**config.mk**
```make
export PLATFORM = sky130hd
export DESIGN_NAME = vec_checker_i8
export DESIGN_NICKNAME = d
export VERILOG_FILES = /design/src/rtl/vec_checker_i8.sv
export SDC_FILE = /design/constraint.sdc
export NUM_CORES = 1
export LEC_CHECK = 0
export CELL_PAD_IN_SITES_DETAIL_PLACEMENT = 0
export CELL_PAD_IN_SITES_GLOBAL_PLACEMENT = 1
export CORE_MARGIN = 2
export CORE_UTILIZATION = 50
export CTS_BUF_LIST = sky130_fd_sc_hd__clkbuf_8
export CTS_CLUSTER_SIZE = 8
export DETAILED_ROUTE_END_ITERATION = 7
export PLACE_DENSITY_LB_ADDON = 0.1
export SYNTH_ARGS = -nofsm -noshare
export SYNTH_HDL_FRONTEND = slang
export SYNTH_SLANG_ARGS = --single-unit
```
**constraint.sdc**
```tcl
create_clock -name clock -period 3.6 [get_ports clock]
set_input_delay 0.72 -clock clock [delete_from_list [all_inputs] [get_ports clock]]
set_output_delay 0.72 -clock clock [all_outputs]
set_load 0.03 [all_outputs]
```
**src/rtl/vec_checker_i8.sv**
```systemverilog
// vec_checker_i8: issues a loadable vector table to a DUT and checks its responses after LATENCY cycles.
// Optional macro CHECKER_STOP_ON_FAIL_EN ends the run on the first mismatch.
module vec_checker_i8 #(
    parameter int WIDTH = 8,
    parameter int DEPTH = 16,
    parameter int LATENCY = 1,
    localparam int AW = $clog2(DEPTH)
) (
    input  logic             clock,
    input  logic             reset,
    input  logic             wr_en,
    input  logic [AW-1:0]    wr_addr,
    input  logic [WIDTH-1:0] wr_a,
    input  logic [WIDTH-1:0] wr_b,
    input  logic [WIDTH-1:0] wr_y,
    input  logic [AW:0]      count,
    input  logic             start,
    output logic [WIDTH-1:0] a,
    output logic [WIDTH-1:0] b,
    input  logic [WIDTH-1:0] y,
    output logic             busy,
    output logic             done,
    output logic             pass,
    output logic [7:0]       err_count,
    output logic [AW-1:0]    fail_index
);
    typedef enum logic [1:0] {IDLE, ISSUE, DRAIN, DONE} state_t;
    typedef struct packed {
        logic             v;
        logic [WIDTH-1:0] y;
        logic [AW-1:0]    i;
    } tag_t;

    state_t state_q, state_d;
    logic [AW-1:0] idx_q, idx_d, fi_q, fi_d;
    logic [AW:0] cnt_q, cnt_d;
    logic [WIDTH-1:0] a_q, a_d, b_q, b_d;
    logic [7:0] err_q, err_d;
    tag_t dl_q [LATENCY+1];
    tag_t dl_d [LATENCY+1];
    logic [WIDTH-1:0] mem_a [DEPTH];
    logic [WIDTH-1:0] mem_b [DEPTH];
    logic [WIDTH-1:0] mem_y [DEPTH];
    logic mism, pending;

    assign busy = state_q == ISSUE || state_q == DRAIN;
    assign done = state_q == DONE;
    assign pass = done && err_q == 8'd0;
    assign a = a_q;
    assign b = b_q;
    assign err_count = err_q;
    assign fail_index = fi_q;

    always_ff @(posedge clock) begin
        if (wr_en && !busy) begin
            mem_a[wr_addr] <= wr_a;
            mem_b[wr_addr] <= wr_b;
            mem_y[wr_addr] <= wr_y;
        end
    end

    // dl_q[0] is loaded alongside a/b, so dl_q[LATENCY] lines up with the DUT's y
    always_comb begin
        pending = 1'b0;
        for (int i = 0; i <= LATENCY; i++) pending = pending | dl_q[i].v;
        mism = dl_q[LATENCY].v && y != dl_q[LATENCY].y;
        state_d = state_q;
        idx_d = idx_q;
        cnt_d = cnt_q;
        a_d = a_q;
        b_d = b_q;
        err_d = mism ? err_q + 8'(err_q != 8'hFF) : err_q;
        fi_d = mism && err_q == 8'd0 ? dl_q[LATENCY].i : fi_q;
        dl_d[0] = '0;
        for (int i = 1; i <= LATENCY; i++) dl_d[i] = dl_q[i-1];
        case (state_q)
            IDLE, DONE: if (start) begin
                err_d = 8'd0;
                fi_d = '0;
                cnt_d = count;
                idx_d = '0;
                state_d = count == '0 ? DONE : ISSUE;
            end
            ISSUE: begin
                a_d = mem_a[idx_q];
                b_d = mem_b[idx_q];
                dl_d[0] = '{v: 1'b1, y: mem_y[idx_q], i: idx_q};
                idx_d = idx_q + 1'b1;
                state_d = {1'b0, idx_q} == cnt_q - 1'b1 ? DRAIN : ISSUE;
            end
            DRAIN: state_d = pending ? DRAIN : DONE;
            default: state_d = IDLE;
        endcase
`ifdef CHECKER_STOP_ON_FAIL_EN
        if (mism) begin
            state_d = DONE;
            a_d = a_q;
            b_d = b_q;
            for (int i = 0; i <= LATENCY; i++) dl_d[i] = '0;
        end
`endif
    end

    always_ff @(posedge clock or negedge reset) begin
        if (!reset) begin
            state_q <= IDLE;
            idx_q <= '0;
            cnt_q <= '0;
            a_q <= '0;
            b_q <= '0;
            err_q <= 8'd0;
            fi_q <= '0;
            for (int i = 0; i <= LATENCY; i++) dl_q[i] <= '0;
        end else begin
            state_q <= state_d;
            idx_q <= idx_d;
            cnt_q <= cnt_d;
            a_q <= a_d;
            b_q <= b_d;
            err_q <= err_d;
            fi_q <= fi_d;
            dl_q <= dl_d;
        end
    end
endmodule

```
== Word level (Yosys, flattened, before mapping) ==
Memories as Yosys holds them, arrays and structs flattened. A register that Yosys moved wholly into a read port is not among the register bits.
Cells that the tools add are included.

* Add/sub/neg operators: 3
* Equality and inequality tests: 7
* Muxes and demuxes: 16
* Bitwise logic cells: 1
* Reductions and logical operators: 15

{| class="wikitable"
|+ Operator list
! kind !! number
|-
| 8-bit 2-to-1 mux || 3
|-
| 4-bit 2-to-1 mux || 4
|-
| 13-bit 2-to-1 mux || 1
|-
| 8-bit by 1-bit adder with 8-bit output || 1
|-
| 8-bit zero test || 1
|-
| 8-bit != test || 1
|-
| 8-bit != test (second input constant) || 1
|-
| 4-bit one-hot mux with 2 select lines || 1
|-
| 2-bit 2-to-1 mux || 3
|-
| 2-bit one-hot mux with 3 select lines || 1
|-
| 4-bit by 5-bit == test with 1-bit output || 1
|-
| 5-bit zero test || 1
|-
| 5-bit by 1-bit subtractor with 5-bit output (second input constant) || 1
|-
| 4-bit by 1-bit adder with 4-bit output (second input constant) || 1
|-
| 2-bit == test (second input constant) || 2
|-
| 1-bit logical AND || 4
|-
| 2-bit AND reduction || 2
|-
| 1-bit zero test || 3
|-
| 1-bit 2-to-1 mux || 3
|-
| 2-bit by 1-bit == test with 1-bit output (second input constant) || 1
|-
| 2-bit zero test || 1
|-
| 2-bit != test (second input constant) || 1
|-
| 2-bit nonzero test || 1
|-
| 2-bit OR reduction || 1
|-
| 2 further kinds || 2
|}

* Register bits after elaboration: 49
* RAM bits: 384
* Output and inout bits: 31
* Memories: 3

{| class="wikitable"
|+ Memories
! name !! depth !! bits a word !! rd ports !! clocked after Yosys merged registers in !! wr ports !! line !! RTL
|-
| mem_a || 16 || 8 || 1 || 1 || 1 || 41 || <nowiki>logic [WIDTH-1:0] mem_a [DEPTH];</nowiki>
|-
| mem_b || 16 || 8 || 1 || 1 || 1 || 42 || <nowiki>logic [WIDTH-1:0] mem_b [DEPTH];</nowiki>
|-
| mem_y || 16 || 8 || 1 || 0 || 1 || 43 || <nowiki>logic [WIDTH-1:0] mem_y [DEPTH];</nowiki>
|}

== Depth between registers and ports, before layout ==
* Depth in word-level cells: 6
* Gate-level depth with buffers: 10
* Mapped depth without buffers: 10

== Worst setup path after synthesis ==
Ideal clock, no wire load.

* Path kind: reg-to-reg
* Start point: reg state_q[0]
* End point: mem mem_a[0][0] (enable)
* Library setup time: 0.435 ns
* Data arrival time: 2.919 ns
* Path slack: 0.246 ns
* Cell stages (with the launch flop): 6
* Period minus slack after synthesis: 3.354 ns
* Cells stage by stage: dfrtp_1 -> inv_1 -> ha_1 -> nand2_1 -> or3_1 -> nor3_1

* Cells in the longest elaborated chain, start to end: 6
* Elaborated cells between the ends (all ways): 7
* Those cells by class: eq/ne: 2; mux: 2; reduce/logical: 3

{| class="wikitable"
|+ Ends and longest elaborated chain
! what !! line !! RTL
|-
| start, declared || 34 || <nowiki>state_t state_q, state_d;</nowiki>
|-
| start signal, assigned || 115 || <nowiki>state_q <= state_d;</nowiki>
|-
| 2-bit by 1-bit == test with 1-bit output or 2-bit == test (tied branches) || 46 || <nowiki>assign busy = state_q == ISSUE || state_q == DRAIN;</nowiki>
|-
| 1-bit logical OR * || 46 ||
|-
| 1-bit zero test * || 55 || <nowiki>if (wr_en && !busy) begin</nowiki>
|-
| 1-bit logical AND * || 55 ||
|-
| 1-bit 2-to-1 mux * || 55 ||
|-
| 1-bit 2-to-1 mux (not written as such) * || 56 || <nowiki>mem_a[wr_addr] <= wr_a;</nowiki>
|-
| end, declared || 41 ||
|}

Mark *: on every way between the ends. The rest lies on a longest branch, timed or not.

== Final worst setup path ==
* Start point: reg err_q[1] (netlist: err_count[1])
* End point: out pass

* Cells in the longest elaborated chain, start to end: 2

{| class="wikitable"
|+ Ends and longest elaborated chain
! what !! line !! RTL
|-
| start, declared || 38 || <nowiki>logic [7:0] err_q, err_d;</nowiki>
|-
| start signal, assigned || 120 || <nowiki>err_q <= err_d;</nowiki>
|-
| 8-bit zero test || 48 || <nowiki>assign pass = done && err_q == 8'd0;</nowiki>
|-
| 1-bit logical AND || 48 ||
|-
| end, declared || 23 || <nowiki>output logic pass,</nowiki>
|}

No other way between the ends.

==> impl_metrics.tcl <==
set metrics [dict create \
    status "finished, final reports clean" \
    cts_buffers 75 \
    grt_pass1_vias 9192 \
    syn_area_per_cell_sq_um 21.0 \
    die_area_sq_um 36400 \
    num_rows 68 \
    path_class "register to output pin" \
    place_congestion 0.786 \
    peakVddDrop_mv 0.354 \
    cts_buffer_depth 3 \
    cts_setup_buffers 0 \
    crit_required_ns 2.88 \
    yosys.area_share.simple_pct 2.61 \
    clk_pin_slew_ns 0.06 \
    synth_cells 830 \
    yosysWarnings 0 \
    dr_total_vias 8547 \
    seq_area_frac_synth_pct 75.5 \
    yosys_register_bits 449 \
    final_cell_mix "384 x edfxtp_1, 86 x clkbuf_8, 74 x clkdlybuf4s50_1, 62 x dfrtp_1, 60 x mux4_2" \
    relSlewSlack_pct 39.5 \
    cp_slowest_cell "clkdlybuf4s50_1" \
    cts.htree.levels 3 \
    power_leakage_nw 6.85 \
    drv_slew 0 \
    arrival_ns 2.57 \
    num-nets-final 1018 \
    cts.sinks 449 \
    fin_tns_setup_ns 0 \
    synth_xor_area_share_pct 0.704 \
    p_per_area_nw_per_um2 708 \
    dp_hpwl_um 19400 \
    initial_utilization_pct 50.6 \
    r2r-start "idx_q[0]" \
    met3_length_um 2320 \
    synth_edf_count 384 \
    wirelength_um 36500 \
    final_util_pct 58.4 \
    synth.net_count 882 \
    die_w_um 191 \
    cts_tree "built" \
    die_h_um 191 \
    max_stage_delay_ns 0.66 \
    cp_cell_sequence "or4_1 > nor2_1 > and2_1 > clkdlybuf4s50_1" \
    first_iter_violations 759 \
    synth_top_family_by_area "multiplexers" \
    grt.overflow.total 0 \
    drt_first_pass_iters 6 \
    hold_path.class "primary input to asynchronous set/reset pin" \
    synthAdderAreaFrac_pct 0.503 \
    antenna_found_initial 1 \
    wl_met2_um 17800 \
    layout_min_cycle_time_ns 3.29 \
    worstRegToRegCells 5 \
    fin_crit_sh_pct 91.5 \
    timing.rr.end "a[6]" \
    setup-violations-final 0 \
    synth_cell_types 44 \
    end_kind "output pin" \
    syn_to_final_growth_pct 15.5 \
    fin_skew_ns 0.0237 \
    fin_total_pwr_mw 14.3 \
    netlist_area_sq_um 17400 \
    post_drt_wl_per_cell_um 24.7 \
    highest_layer "met4" \
    r2r_setup_slack_ns 1.18 \
    drt-met1-wl_um 15800 \
    core_area_sq_um 34500 \
    fmax_mhz 304 \
    clkLatencyLatePin_ns 0.59 \
    synthMuxAreaShare_pct 15.5 \
    root_buffer "clkbuf_8" \
    synth_compound_area_share_pct 3.08 \
    worst_pin_slew_ns 0.905 \
    crit_fanout 8 \
    cts.hold.buffers_added 0 \
    rsz0062_at_grt "no" \
    grt_pass1_wl_um 55000 \
    maxCapViolations 0 \
    critPathLaunchType "register" \
    synth_flop_cell "edfxtp_1" \
    io_buffers 75 \
    synth-async-reset-ratio_pct 14.5 \
    grt_usage_pct 20.8 \
    grt_max_degree 66 \
    hold_viol 0 \
    cts-resized-gates 0 \
    ioPinCount 76 \
    post-route-drc-count 0 \
    via_per_inst 5.77 \
    detail-route-antenna-nets 0 \
    drive_gt1_share_pct 21.9 \
    mostFrequentLayoutCell "edfxtp_1" \
]
[per-stage QoR]
stage / std cells / area (sq um) / hold WS (ns) / setup slack (ns)
after global routing: 1481 / 20100 / 0.312 / 0.166
after CTS: 1481 / 20100 / 0.275 / 0.259
after floorplan: 830 / 17400 / 0.331 / 0.246
after detailed placement: 1344 / 18700 / 0.335 / 0.909
after global placement: 1344 / 18700 / 0.335 / 0.904
final: 1482 / 20100 / 0.268 / 0.307
[cell usage after synthesis (8+ instances only)]
| master | instances | share of area (%) |
|---|---|---|
| mux4_1 | 36 | 5.4 |
| dfrtp_1 | 65 | 9.3 |
| buf_12 | 8 | 0.92 |
| buf_2 | 15 | 0.43 |
| mux2i_1 | 23 | 1.3 |
| nor2_1 | 27 | 0.58 |
| nand2_1 | 25 | 0.54 |
| o22ai_1 | 34 | 1.2 |
| edfxtp_1 | 384 | 66 |
| inv_1 | 8 | 0.17 |
| mux2_2 | 16 | 1.0 |
| mux4_2 | 60 | 7.8 |
| a21oi_1 | 24 | 0.69 |
| clkbuf_1 | 11 | 0.24 |
| o21ai_0 | 12 | 0.34 |
| xnor2_1 | 11 | 0.55 |
| nand4_1 | 8 | 0.29 |
[critical path, delay by kind of cell, from the launching register on]
kind	cells	cell delay (ns)
buf+inv	1	0.66
flops	1	0.47
simple gates	3	0.87
[sequential cells by signal (all words and copies together) (netlist names), 8 cells and up]
name	count
b	8
a	8
err_count	8
dl_d	13
mem_y	128
dl_q	13
mem_b	128
mem_a	128
[routing by layer]
metal,global-route usage [%],up-vias
li1,-,3729
met1,27.8,4461
met2,34.1,299
met3,5.04,58
met4,6.65,0
met5,0,-
[how the worst max path moves through the flow]
stage                        to         start  cells after the start
global placement           pass  err_count[1]                      4
detailed placement         pass  err_count[1]                      4
finish                     pass  err_count[1]                      4
global route               pass  err_count[1]                      4
floorplan           mem_a[0][0]    state_q[0]                      5
CTS                        pass  err_count[1]                      4
[cell type report]
cell class	instances	area, sq um
fill	2583	14300
antenna	1	2.50
multi-input combinational	333	3960
clock inverter	51	243
sequential	449	13200
timing repair buffer	99	978
tap	455	569
clock buffer	86	1180
inverter	8	30.0
[power breakdown]
part           internal (mW)  total (mW)  switching [mW]
clock network           2.25        4.20            1.95
registers               6.06        6.46           0.402
logic                   1.72        3.60            1.87
[kinds of logic (layout without fill, tap and decap cells)]
logic type,Yosys count,count (layout)
flops,449,449
mux,135,135
simple gates,93,93
compound gates,84,84
buf+inv,48,244
xor+xnor,14,14
fa+ha+maj,7,7
other cells,0,1
Note: power is estimated with default switching activity, not from simulation.
